$ cat config.mk
export PLATFORM = sky130hd
export DESIGN_NAME = imm_decode_stage
export DESIGN_NICKNAME = d
export VERILOG_FILES = /design/src/rtl/imm_decode_stage.sv
export SDC_FILE = /design/constraint.sdc
export NUM_CORES = 1
export LEC_CHECK = 0
export ABC_AREA = 1
export BUFFER_PORTS_ARGS = -buffer_cell sky130_fd_sc_hd__buf_2
export CAP_MARGIN = 10
export CELL_PAD_IN_SITES_DETAIL_PLACEMENT = 1
export CELL_PAD_IN_SITES_GLOBAL_PLACEMENT = 2
export CORE_ASPECT_RATIO = 0.8
export CORE_UTILIZATION = 25
export DETAILED_ROUTE_END_ITERATION = 10
export GPL_ROUTABILITY_DRIVEN = 0
export PLACE_DENSITY = 0.77
export SETUP_SLACK_MARGIN = 0.4
export SYNTH_ARGS = -nofsm -noshare
export SYNTH_HDL_FRONTEND = slang
export SYNTH_SLANG_ARGS = --single-unit
$ cat constraint.sdc
create_clock -name cpu_clk -period 1.8 [get_ports cpu_clk]
set_clock_uncertainty 0.05 [all_clocks]
set_input_delay 0.27 -clock cpu_clk [delete_from_list [all_inputs] [get_ports cpu_clk]]
set_output_delay 0.27 -clock cpu_clk [all_outputs]
set_load 0.005 [all_outputs]
$ cat src/rtl/imm_decode_stage.sv
`default_nettype none
// ============================================================================
//  Module   : imm_decode_stage
//  Purpose  : LoongArch decode-stage controller. Holds one fetched
//             instruction in an ID register, classifies its immediate
//             format and drives the shared sign-extension unit. It then
//             captures the extended immediate and the branch target into
//             an EX-facing output register. Valid/ready handshake on both
//             sides; flush kills both entries.
//  Ports    : cpu_clk/cpu_rst       clock, synchronous active-high reset
//             if_valid/if_inst/if_pc/id_ready   fetch-side handshake
//             flush                 kill all in-flight entries
//             sext_op/sext_din/sext_ext  extension-unit request/result
//             ex_valid/ex_ready     execute-side handshake
//             ex_inst/ex_pc/ex_imm/ex_imm_vld/ex_is_br/ex_target  EX entry
//  Revision : 1.0  initial release
// ============================================================================
module imm_decode_stage #(
  parameter logic [31:0] RESET_PC = 32'h1C00_0000
) (
  input  logic        cpu_clk,
  input  logic        cpu_rst,
  input  logic        if_valid,
  input  logic [31:0] if_inst,
  input  logic [31:0] if_pc,
  output logic        id_ready,
  input  logic        flush,
  output logic [2:0]  sext_op,
  output logic [25:0] sext_din,
  input  logic [31:0] sext_ext,
  output logic        ex_valid,
  input  logic        ex_ready,
  output logic [31:0] ex_inst,
  output logic [31:0] ex_pc,
  output logic [31:0] ex_imm,
  output logic        ex_imm_vld,
  output logic        ex_is_br,
  output logic [31:0] ex_target
);

  localparam logic [2:0] c_op_i5   = 3'd0;
  localparam logic [2:0] c_op_i12  = 3'd1;
  localparam logic [2:0] c_op_i12u = 3'd2;
  localparam logic [2:0] c_op_i20  = 3'd3;
  localparam logic [2:0] c_op_i16  = 3'd4;
  localparam logic [2:0] c_op_i26  = 3'd5;
  localparam logic [2:0] c_op_none = 3'd7;

  logic        r_id_vld;
  logic [31:0] r_id_inst;
  logic [31:0] r_id_pc;

  logic [2:0]  w_cls;
  logic        w_is_br;
  logic        w_ex_adv;
  logic        w_id_to_ex;
  logic        w_if_to_id;

  // Immediate-format classification of the instruction held in ID.
  always_comb begin
    w_cls = c_op_none;
    if (r_id_inst[31:15] inside {17'h00081, 17'h00089, 17'h00091}) begin
      w_cls = c_op_i5;
    end else if (r_id_inst[31:22] inside {10'h008, 10'h009, 10'h00A,
                                          10'h0A0, 10'h0A1, 10'h0A2,
                                          10'h0A4, 10'h0A5, 10'h0A6,
                                          10'h0A8, 10'h0A9}) begin
      w_cls = c_op_i12;
    end else if (r_id_inst[31:22] inside {10'h00D, 10'h00E, 10'h00F}) begin
      w_cls = c_op_i12u;
    end else if (r_id_inst[31:25] inside {7'b0001010, 7'b0001110}) begin
      w_cls = c_op_i20;
    end else if (r_id_inst[31:26] == 6'h13 ||
                 (r_id_inst[31:26] >= 6'h16 && r_id_inst[31:26] <= 6'h1B)) begin
      w_cls = c_op_i16;
    end else if (r_id_inst[31:26] inside {6'h14, 6'h15}) begin
      w_cls = c_op_i26;
    end
  end

  // PC-relative control transfers: b, bl and the conditional branches; jirl
  // (0x13) is register-relative and therefore excluded.
  assign w_is_br = (r_id_inst[31:26] >= 6'h14) && (r_id_inst[31:26] <= 6'h1B);

  assign sext_op  = r_id_vld ? w_cls : c_op_none;
  assign sext_din = r_id_inst[25:0];

  assign w_ex_adv   = !ex_valid || ex_ready;
  assign id_ready   = !flush && (!r_id_vld || w_ex_adv);
  assign w_id_to_ex = r_id_vld && w_ex_adv && !flush;
  assign w_if_to_id = if_valid && id_ready;

  always_ff @(posedge cpu_clk) begin
    if (cpu_rst) begin
      r_id_vld   <= 1'b0;
      r_id_inst  <= 32'd0;
      r_id_pc    <= 32'd0;
      ex_valid   <= 1'b0;
      ex_inst    <= 32'd0;
      ex_pc      <= RESET_PC;
      ex_imm     <= 32'd0;
      ex_imm_vld <= 1'b0;
      ex_is_br   <= 1'b0;
      ex_target  <= 32'd0;
    end else if (flush) begin
      r_id_vld <= 1'b0;
      ex_valid <= 1'b0;
    end else begin
      // Output register: reload, or drop the entry once EX consumes it.
      // Data fields keep their last value when the entry drains.
      if (w_id_to_ex) begin
        ex_valid   <= 1'b1;
        ex_inst    <= r_id_inst;
        ex_pc      <= r_id_pc;
        ex_imm     <= sext_ext;
        ex_imm_vld <= (w_cls != c_op_none);
        ex_is_br   <= w_is_br;
        ex_target  <= r_id_pc + sext_ext;
      end else if (ex_ready) begin
        ex_valid <= 1'b0;
      end

      // ID register: a new fetch takes priority so a simultaneous
      // ID-to-EX move and IF accept leave no bubble.
      if (w_if_to_id) begin
        r_id_vld  <= 1'b1;
        r_id_inst <= if_inst;
        r_id_pc   <= if_pc;
      end else if (w_id_to_ex) begin
        r_id_vld <= 1'b0;
      end
    end
  end

endmodule
`default_nettype wire

Yosys cells after proc, flatten, opt, wreduce, memory -nomap -nowiden
Index checks and enable logic that the tools add are counted.
{"block": "op_classes", "n_addsub": 1, "n_mul": 0, "div_mod_pow": 0, "magnitude_cmp": 3, "eq_ne": 23, "shift": 0, "n_mux": 11, "n_bitwise": 1, "reduce_logical": 22}
{"cell": "== test 10 x 8 -> 1 bit, second input constant", "n": 8}
{"cell": "== test 10 x 4 -> 1 bit, second input constant", "n": 6}
{"cell": "== test 17 x 8 -> 1 bit, second input constant", "n": 3}
{"cell": "adder 32 bit", "n": 1}
{"cell": "== test 6 x 5 -> 1 bit, second input constant", "n": 3}
{"cell": "2-to-1 mux 3 bit", "n": 5}
{"cell": "== test 7 x 4 -> 1 bit, second input constant", "n": 2}
{"cell": "greater-or-equal comparator 6 x 5 -> 1 bit, second input constant", "n": 2}
{"cell": "nonzero test 11 bit", "n": 1}
{"cell": "nonzero test 2 bit", "n": 4}
{"cell": "less-or-equal comparator 6 x 5 -> 1 bit, second input constant", "n": 1}
{"cell": "logical AND 1 bit", "n": 6}
{"cell": "nonzero test 3 bit", "n": 2}
{"cell": "2-to-1 mux 1 bit", "n": 4}
{"cell": "2-to-1 mux 2 bit", "n": 2}
{"cell": "AND reduction 2 bit", "n": 2}
{"cell": "logical NOT 1 bit", "n": 3}
{"cell": "logical OR 1 bit", "n": 3}
{"cell": "!= test 3 bit, second input constant", "n": 1}
{"cell": "OR reduction 2 bit", "n": 1}
{"cell": "inverter 1 bit", "n": 1}
{"block": "totals", "ff_bits": 196, "latchBits": 0, "mem_bits_rw": 0, "romBits": 0, "input_bits": 101, "output_inout_bits": 161, "mem_count": 0}

Depth between registers and ports, before layout
Gate-level depths: netlist of run 1.
{"block": "logic_depth", "ltp_word": 9, "ltp_mapped": 13, "ltp_nobuf": 13}

Worst setup path before layout of run 1
No wires, ideal clock.
{"block": "synth_timing", "path_kind": "register to register", "start": "register r_id_pc[0]", "end": "register ex_target[28]", "setup_time_ns": 0.109, "arrival_ns": 1.675, "t_required_ns": 1.641, "path_slack_ns": -0.034, "path_stages_with_launch": 13, "path_buffers": 0, "cell_sequence": "dfxtp_1 -> ha_1 -> fa_1 -> nand3_1 -> nand3_1 -> nand3_1 -> nand3_1 -> nand2_1 -> nand2_1 -> nand2_1 -> nand3_1 -> nand2_1 -> inv_1"}
{"block": "synth_via", "elab_chain_cells": 1}
{"element": "start, declared", "line_no": "51", "text": "logic [31:0] r_id_pc;"}
{"element": "start signal, assigned", "line_no": "128", "text": "r_id_pc <= if_pc;"}
{"element": "adder 32 bit", "line_no": "118", "text": "ex_target <= r_id_pc + sext_ext;"}
{"element": "end signal, assigned", "line_no": "118"}
{"element": "end, declared", "line_no": "38", "text": "output logic [31:0] ex_target"}
No other way between the ends.
A chain may end at the register's enable or synchronous reset.

Worst setup path in the final report of run 1
{"block": "layout_timing", "start": "register r_id_inst[22]", "end": "output sext_op[2]"}
{"block": "layout_via", "elab_chain_cells": 6}
{"element": "start, declared", "line_no": "50", "text": "logic [31:0] r_id_inst;"}
{"element": "start signal, assigned", "line_no": "127", "text": "r_id_inst <= if_inst;"}
{"element": "== test 10 x 4 -> 1 bit", "line_no": "69", "text": "end else if (r_id_inst[31:22] inside {10'h00D, 10'h00E, 10'h00F}) begin"}
{"element": "nonzero test 3 bit", "line_no": "69"}
{"element": "2-to-1 mux 3 bit", "line_no": "69"}
{"element": "2-to-1 mux 3 bit", "line_no": "64", "text": "end else if (r_id_inst[31:22] inside {10'h008, 10'h009, 10'h00A,"}
{"element": "2-to-1 mux 3 bit (*)", "line_no": "62", "text": "if (r_id_inst[31:15] inside {17'h00081, 17'h00089, 17'h00091}) begin"}
{"element": "2-to-1 mux 3 bit (*)", "line_no": "85", "text": "assign sext_op = r_id_vld ? w_cls : c_op_none;"}
{"element": "end, declared", "line_no": "28", "text": "output logic [2:0] sext_op,"}
Mark *: on every way between the ends. The rest lies on a longest branch, timed or not.

==> flow_summary.ini, run 1 <==
[route]
vias_per_cell = 4.80
wirelength_mm = 52.5
vias = 11900
drtIter0Drc = 587
drtPass1Iterations = 4
drc = 0
ant_nets = 0
drt-wirelength-per-cell_um = 21.1

[worst_setup_path]
r2r-start = r_id_inst[28]
crit_arrival_ns = 1.84
cp_max_fo = 6
required_ns = 1.48
critical_path_class = register to output pin
critPathCaptureType = output pin
crit_path_start_kind = register
setup.worst_path.start = r_id_inst[22]

[finish]
nets = 2110
drive_above_1_share_pct = 56.9
seq_area_um2 = 4010
multi_input_area_um2 = 7530
fill_cells = 4421
syn2layout_area_growth_pct = 94.6

[power]
report.power.total_mw = 11.6
peakVddDrop_mv = 0.399
cellPowerDensity_nw_per_um2 = 610
power_leakage_nw = 9.13

[yosys]
syn_area_um2 = 9740
postSynthCellCount = 1470
async_reset_ff_share_pct = 0
ys_seq_area_share_pct = 40.3
yosysMostFrequentCell = nand2_1
syn_avg_cell_area_um2 = 6.62
yosys-top-cells-area = dfxtp_1 (40%), nand2_1 (12%), nor2_1 (10%), inv_1 (6.7%), o21ai_0 (6.5%)
yosys.area.top_type = dfxtp_1
synth_nets = 1603
netlist_top_cells_count = nand2_1 (322), nor2_1 (259), dfxtp_1 (196)
synth_seq_cells = 196
synth_warnings = 0
synth-edff-count = 0
yosysTopAreaCellShare_pct = 40.3
synth_ff_type = dfxtp_1
yosysUniqueCellTypes = 30

[die]
die_w_um = 223
num_rows = 64
io_pins = 262
coreArea_um2 = 38300
die_area_um2 = 39700
start_util_pct = 25.4
dieHeight_um = 179

[sta]
grt_setup_unrepaired = true
tightest_slew_ns = 0.633
fin_crit_ns = 2.16
fin_crit_sh_pct = 120
hold_violations = 0
layout_setup_ws_ns = -0.356
relSlewSlack_pct = 57.8
drv_slew = 0
fmax_mhz = 464
setup-violations-final = 15
hold_slack_ns = 0.0283

[min_path]
hp-class = input port to register
hold_start = if_inst[11]

[clock_network]
clk_latency_ns = 0.47
cts_root_buf = clkbuf_16
cts_buffer_depth = 2
clk_pin_slew_worst_paths_ns = 0.08
clock-sinks = 196
cts_max_level = 4
tritoncts = built
cts_buffers = 17

[run]
maxCapViolCount = 0

[status]
violations = negative setup slack
outcome = finished, violations left

[placed_design]
hpwl_mm = 28.9
pre_cts_ws_ns = -0.198
numPortBuffers = 261

[global_route]
overflow = 0
grt_pass1_vias = 12200
grt_max_degree = 78
antenna_found_initial = 0
grt_first_pass_wirelength_mm = 73.4
grt_usage_pct = 24.8
state kept, by name, indices dropped and copies added, names as in the netlist:
register	cells
ex_imm	32
ex_imm_vld	1
ex_inst	32
ex_is_br	1
ex_pc	32
ex_target	32
ex_valid	1
r_id_inst	32
r_id_pc	32
r_id_vld	1
layer usage:
metal | share of wire [%] | wire, µm | GRT usage [%]
met1 | 46 | 24200 | 33.2
met2 | 48 | 25200 | 40.8
met5 | 0 | 0 | 0
met3 | 3.6 | 1890 | 4.35
met4 | 2.3 | 1220 | 7.16
cell usage in the layout, fill, tap and decap left out, drive strengths merged:
master and count:
a21oi 100, buf 528, bufinv 1, dfxtp 196
o211ai 4, clkinvlp 3, a211oi 1, clkbuf 25
a21boi 1, nor2 260, ha 31, dlygate4sd3 51
o21ai 128, nor3 15, o2111ai 1, clkinv 6
nand2 322, inv 178, xor2 10, and2 4
nand4 12, xnor2 2, diode 2, nand3 107
fa 1, o21bai 1, a21o 1, o31ai 1
metrics by stage:
step	util [%]	std cells	TNS (ns)	area [µm²]
2_1_floorplan	-	1470	0	10200
3_3_place_gp	33.2	2258	-1.88	12700
3_5_place_dp	33.2	2258	-2.54	12700
4_1_cts	45.3	2453	-1.30	17300
5_1_grt	49.5	2485	-4.21	18900
6_report	49.5	2487	-1.86	19000
area by class of cell:
| type | count | area share [%] |
|---|---|---|
| Antenna cell | 2 | 0.0264 |
| Sequential cell | 196 | 21.1 |
| Multi-Input combinational cell | 1002 | 39.7 |
| Clock buffer | 22 | 2.50 |
| Tap cell | 495 | 3.27 |
| Timing Repair Buffer | 582 | 29.1 |
| Clock inverter | 10 | 0.522 |
| Inverter | 178 | 3.74 |
critical path, stage by stage, from the launching register on:
cell and delay (ns):
dfxtp_4 0.40, nand2_1 0.12, nand2_2 0.11, o31ai_2 0.08, nand4_1 0.13, nand3_2 0.16
o21ai_2 0.21, buf_2 0.15
report_power, final:
group,switching [mW],internal [mW]
logic,1.57,1.38
clock network,1.92,2.03
registers,0.170,4.49
worst paths after layout:
check / to / slack, ns / cells after the start
setup / recovery: sext_op[2] / -0.36 / 7
hold / removal: r_id_inst[11] / 0.03 / 3
setup reg to reg: ex_imm_vld / -0.30 / 15
hold reg to reg: ex_imm[30] / 0.45 / 2
cells by family (layout without fill, tap and decap cells):
family / count (synthesis) / count (layout) / share of synthesized area [%]
AND/OR/NAND/NOR: 720 / 720 / 29.9
buffers and inverters: 272 / 792 / 12.1
AO/OA/AOI/OAI: 238 / 238 / 12.5
flip-flops: 196 / 196 / 40.3
adder cells (fa/ha/maj): 32 / 32 / 4.19
XOR/XNOR: 12 / 12 / 1.08
other: 0 / 2 / 0
timing repair:
| action | 4_1_cts | 5_1_grt |
|---|---|---|
| setup buffers | 71 | 27 |
| hold endpoints to repair | 50 | 1 |
| hold buffers | 50 | 1 |
| gates resized for setup | 564 | 358 |
| pin swaps | 187 | 188 |
| gates cloned | 42 | 4 |
| endpoints found under the setup margin | 201 | 210 |
Note: power is estimated with default switching activity, not from simulation.
==> inputs of run 2 (changes only) <==
Settings changed: BUFFER_PORTS_ARGS -buffer_cell sky130_fd_sc_hd__buf_2 to not set, CORE_UTILIZATION 25 to 30, DONT_BUFFER_PORTS set to 1, PLACE_DENSITY 0.77 to 0.76.
==> run 2 against run 1 <==
Against the previous run:
- the flow finishes with violations (negative hold slack, negative setup slack)
- cell count is 16% lower
- count of clock-buffer cells in the layout is 4 lower
- combinational power is 15% lower
- fmax is 4.5% higher
- clock power hardly changed
- via count is 9.7% lower
- worst setup slack better by 0.093 ns
- final area is 11% lower
- critical endpoint unchanged
- largest power group unchanged
==> flow_summary.ini, run 2 (synthesized netlist as in run 1, its figures left out) <==
[status]
outcome = finished, violations left
violations = negative hold slack, negative setup slack

[finish]
layout_common_cells = nor2_1 (205), dfxtp_1 (155), nand2_1 (149), inv_1 (136), buf_4 (97)
drive_above_1_share_pct = 49.9
nets = 1780
syn2layout_area_growth_pct = 72.8
n_antenna_cell = 0
layout_commonest_cell = nor2_1
fill_cells = 3575
final_core_util_pct = 53.0

[placed_design]
numPortBuffers = 0
pre_cts_ws_ns = -0.131
hpwl_mm = 25.3

[run]
maxCapViolCount = 0

[worst_setup_path]
cp_common_cell = nand4_1
rr_worst_depth = 11
max_stage_delay_ns = 0.38
worst_r2r_endpoint = ex_target[24]
r2r-start = r_id_pc[15]
crit_arrival_ns = 1.74
endpoint = sext_op[2]
crit_path_start_kind = register
crit_chain = inv_4 -> nand4_1 -> nor2_1 -> nand4_1 -> nand3_2 -> o21ai_2
critPathSlowestCell = dfxtp_4
critPathCaptureType = output pin
setup.worst_path.start = r_id_inst[28]
rrSetupSlack_ns = -0.12
critical_path_class = register to output pin
required_ns = 1.48
cp_max_fo = 4

[route]
vias = 10800
drc = 0
drt-wirelength-per-cell_um = 23.7
wirelength_mm = 49.2
top_layer = met4
ant_nets = 0
met1Wirelength_mm = 22.5
dr_wl_met2_mm = 22.9
vias_per_cell = 5.18
wl_met3_mm = 2.77
drtIter0Drc = 455
drtPass1Iterations = 6

[power]
power_leakage_nw = 7.50
combinationalPowerShare_pct = 22.4
peakVddDrop_mv = 0.720
switchingPower_mw = 3.55
pwr-share-clk_pct = 35.6
report.power.total_mw = 11.2
p_seq_share_pct = 42.0
p_sw_share_pct = 31.8
cellPowerDensity_nw_per_um2 = 663
internal-power_mw = 7.61

[sta]
hold_slack_ns = -0.186
grt_setup_unrepaired = true
setup-violations-final = 18
layout_setup_ws_ns = -0.262
hold_violations = 70
tightest_slew_ns = 0.671
fin_crit_ns = 2.06
relSlewSlack_pct = 55.2
drv_slew = 0
fin_crit_sh_pct = 115
fmax_mhz = 485

[clock_network]
cts_max_level = 4
tritoncts = built
clock-sinks = 196
holdBufCountCts = 47
clk_pin_slew_worst_paths_ns = 0.08
cts_root_buf = clkbuf_16
cts_buffer_depth = 2
cts_buffers = 17
clk_latency_ns = 0.47

[min_path]
hp-class = input port to register

[die]
die_area_um2 = 33200
start_util_pct = 30.7
io_pins = 262
coreArea_um2 = 31700
num_rows = 58
dieHeight_um = 163
die_w_um = 203

[global_route]
antenna_found_initial = 0
grt_pass1_vias = 11000
grt_usage_pct = 27.7
grt_first_pass_wirelength_mm = 67.8
overflow = 0
grt_max_degree = 79
run 2: changes by cell type in the layout (fill, tap and decap cells not counted), moves of 16 or more:
cell     before  now
buf_2       258    0
buf_4       133   97
nand2_1     177  149
nand3_1      68   44
nand3_2      31   50
buf_6        47   31
dfxtp_2      40   24
run 2: critical path: cells and delay by family, from the launching register on:
family / cells / cell delay, ns
AO/OA/AOI/OAI: 1 / 0.10
AND/OR/NAND/NOR: 4 / 0.71
flip-flops: 1 / 0.38
buffers and inverters: 1 / 0.08
run 2: power groups by stage:
stage / Sequential [mW] / Combinational (mW) / Clock, mW
final: 4.69 / 2.50 / 3.97
after global routing: 4.71 / 2.64 / 4.22
after CTS: 4.66 / 2.05 / 4.05
after detailed placement: 4.75 / 1.24 / 0
after global placement: 4.75 / 1.21 / 0
after floorplan: 4.69 / 0.901 / 0
run 2: final cells by class:
class | count | area [µm²] | area share [%]
Multi-Input combinational cell | 1003 | 7660 | 45.5
Inverter | 178 | 736 | 4.37
Timing Repair Buffer | 251 | 3300 | 19.6
Clock buffer | 18 | 439 | 2.61
Sequential cell | 196 | 4020 | 23.9
Tap cell | 420 | 526 | 3.12
Clock inverter | 14 | 143 | 0.848
run 2: per-stage QoR:
step / instances / instance area (µm²) / setup TNS, ns
2_1_floorplan: 1470 / 10200 / 0
3_3_place_gp: 1859 / 10800 / -0.265
3_5_place_dp: 1859 / 10800 / -0.645
4_1_cts: 2041 / 15100 / -0.978
5_1_grt: 2080 / 16800 / -3.09
6_report: 2080 / 16800 / -1.49
run 2: metal layers:
layer / track usage (%) / vias to the layer above
met3: 7.12 / 65
met2: 42.8 / 279
li1: - / 5024
met1: 37.5 / 5401
met5: 0 / -
met4: 8.48 / 0
run 2: what timing repair did:
action                     4_1_cts  5_1_grt
setup endpoints to repair      193      199
hold endpoints to repair       126       77
gates cloned                    34        4
resized for setup              552      394
pin swaps                      186      223
buffers inserted                69       35
run 2: worst min-delay path by stage:
stage                start         end  slack (ns)  cells after the start
4_1_cts            cpu_rst  r_id_pc[1]       -0.21                      1
2_1_floorplan  sext_ext[0]   ex_imm[0]        0.35                      2
3_5_place_dp       cpu_rst  r_id_pc[1]        0.30                      1
6_report           cpu_rst  r_id_pc[0]       -0.19                      1
5_1_grt            cpu_rst  r_id_pc[1]       -0.22                      1
3_3_place_gp       cpu_rst  r_id_pc[1]        0.30                      1
==> inputs of run 3 (changes only) <==
--- a/config.mk
+++ b/config.mk
@@ -18,2 +18,3 @@
 export SETUP_SLACK_MARGIN = 0.4
+export SLEW_MARGIN = 40
 export SYNTH_ARGS = -nofsm -noshare
--- a/constraint.sdc
+++ b/constraint.sdc
@@ -4,2 +4,2 @@
 set_output_delay 0.27 -clock cpu_clk [all_outputs]
-set_load 0.005 [all_outputs]
+set_load 0.05 [all_outputs]
==> run 3 against run 2 <==
Against the previous run:
- the flow still finishes with violations (negative hold slack, negative setup slack)
- critical path depth rose by 1
- global-route usage fell by 0.19 points
- non-clock buffer count rose by 96
- total power rose by 7.9%
- hold slack barely moved
- largest cell class unchanged
- utilization rose by 4.7 points
- sequential cell count did not move
- register-to-register slack got worse by 0.02 ns
- sequential share of layout area fell by 1.3 points
- largest power group unchanged
- via count rose by 3.8%
==> flow_summary.ini, run 3 (synthesized netlist as in run 1, its figures left out) <==
[global_route]
grt_first_pass_wirelength_mm = 68.3
grt_usage_pct = 27.5
grt_max_degree = 81
antenna_found_initial = 0
overflow = 0
grt_pass1_vias = 11200

[route]
vias_per_cell = 5.14
vias = 11200
drt-wirelength-per-cell_um = 23.8
drc = 0
ant_nets = 0
wirelength_mm = 51.9
drtPass1Iterations = 5
drtIter0Drc = 529

[sta]
grt_setup_unrepaired = true
layout_setup_ws_ns = -0.387
fmax_mhz = 457
hold_slack_ns = -0.186
relSlewSlack_pct = 46.2
drv_slew = 0
fin_crit_sh_pct = 122
hold_violations = 75
setup-violations-final = 27
fin_crit_ns = 2.19
tightest_slew_ns = 0.807

[finish]
drive_above_1_share_pct = 60.6
nets = 1876
seq_area_um2 = 4130
n_antenna_cell = 0
stdcell_count = 2176
multi_input_area_um2 = 7970
layout_commonest_cell = nor2_1
fill_cells = 3414
syn2layout_area_growth_pct = 88.1
layout_common_cells = nor2_1 (161), buf_4 (160), nand2_1 (154), inv_1 (138), dfxtp_2 (127)

[min_path]
hold_start = cpu_rst
hp-class = input port to register

[power]
internal-power_mw = 8.04
cellPowerDensity_nw_per_um2 = 658
p_seq_share_pct = 40.9
switchingPower_mw = 4.00
report.power.total_mw = 12.0
p_sw_share_pct = 33.2
pwr-share-clk_pct = 35.2
combinationalPowerShare_pct = 23.9
power_leakage_nw = 8.18
peakVddDrop_mv = 0.627

[die]
start_util_pct = 30.7
io_pins = 262
num_rows = 58
dieHeight_um = 163
die_area_um2 = 33200
coreArea_um2 = 31700
die_w_um = 203

[placed_design]
numPortBuffers = 0
hpwl_mm = 26.8
dp_cells = 1960

[worst_setup_path]
rrSetupSlack_ns = -0.14
required_ns = 1.48
crit_path_start_kind = register
r2r-start = r_id_pc[1]
critical_path_class = register to output pin
critPathCaptureType = output pin
cp_max_fo = 4
crit_arrival_ns = 1.87
setup.worst_path.start = r_id_inst[30]

[status]
violations = negative hold slack, negative setup slack
outcome = finished, violations left

[clock_network]
cts_buffer_depth = 2
clk_latency_ns = 0.46
holdBufCountCts = 47
cts_buffers = 17
cts_max_level = 4
clk_pin_slew_worst_paths_ns = 0.08
tritoncts = built
clock-sinks = 196
cts_root_buf = clkbuf_16

[run]
maxCapViolCount = 0
[run 3: cell count changes in the layout (fill, tap and decap cells not counted), moves of 9 or more]
cell / previous run / this run
buf_6: 31 / 43
nor2_4: 39 / 72
o21ai_4: 9 / 18
dfxtp_1: 155 / 57
buf_12: 24 / 45
buf_4: 97 / 160
dfxtp_2: 24 / 127
nand3_2: 50 / 40
nand3_1: 44 / 57
nor2_2: 16 / 27
nor2_1: 205 / 161
[run 3: critical path, cell delays in order (launching register included)]
cell and delay, ns:
dfxtp_4 0.40, nand2_4 0.07, o21ai_2 0.19, inv_1 0.10
a21boi_2 0.21, nand2_2 0.11, o21ai_4 0.17, buf_12 0.16
[run 3: cell type report]
| cell class | count | share of cell area, % |
|---|---|---|
| multi-input cells | 1002 | 43.5 |
| well taps | 420 | 2.87 |
| repair inverters | 1 | 0.0478 |
| clock inverters | 12 | 0.915 |
| inverters | 178 | 3.91 |
| clock buffers | 20 | 2.44 |
| repair buffers | 347 | 23.8 |
| flip-flops and latches | 196 | 22.5 |
[run 3: routing by layer]
| metal | GRT usage, % | share of wire [%] |
|---|---|---|
| met4 | 7.59 | 3.1 |
| met2 | 44.6 | 49 |
| met3 | 6.82 | 5.1 |
| met1 | 36.0 | 42 |
| met5 | 0 | 0 |
[run 3: final timing paths]
kind,depth (start not counted),end
setup / recovery,7,sext_op[1]
hold / removal,1,r_id_pc[2]
setup reg to reg,12,ex_target[24]
hold reg to reg,2,r_id_pc[19]
[run 3: per-stage QoR]
| stage | setup TNS (ns) | setup slack (ns) | hold slack (ns) | util (%) | cell area (µm²) |
|---|---|---|---|---|---|
| 5_1_grt | -5.01 | -0.477 | -0.216 | 57.7 | 18300 |
| 2_1_floorplan | 0 | 0.106 | 0.355 | - | 10300 |
| 3_3_place_gp | -1.38 | -0.232 | 0.296 | 36.9 | 11700 |
| 3_5_place_dp | -1.84 | -0.255 | 0.298 | 36.9 | 11700 |
| 4_1_cts | -1.92 | -0.249 | -0.199 | 51.4 | 16300 |
| 6_report | -2.38 | -0.387 | -0.186 | 57.7 | 18300 |
[run 3: power by group through the flow]
stage | Sequential, mW | Combinational (mW) | Clock (mW)
5_1_grt | 4.94 | 3.04 | 4.50
6_report | 4.93 | 2.88 | 4.24
2_1_floorplan | 4.97 | 1.03 | 0
3_5_place_dp | 4.97 | 1.56 | 0
4_1_cts | 4.89 | 2.41 | 4.30
3_3_place_gp | 4.96 | 1.54 | 0
[run 3: what timing repair did]
item | 4_1_cts | 5_1_grt
hold endpoints to repair | 126 | 77
setup buffers | 69 | 27
setup endpoints to repair | 309 | 316
gates resized for setup | 595 | 508
gates cloned | 35 | 6
pin swaps | 185 | 246
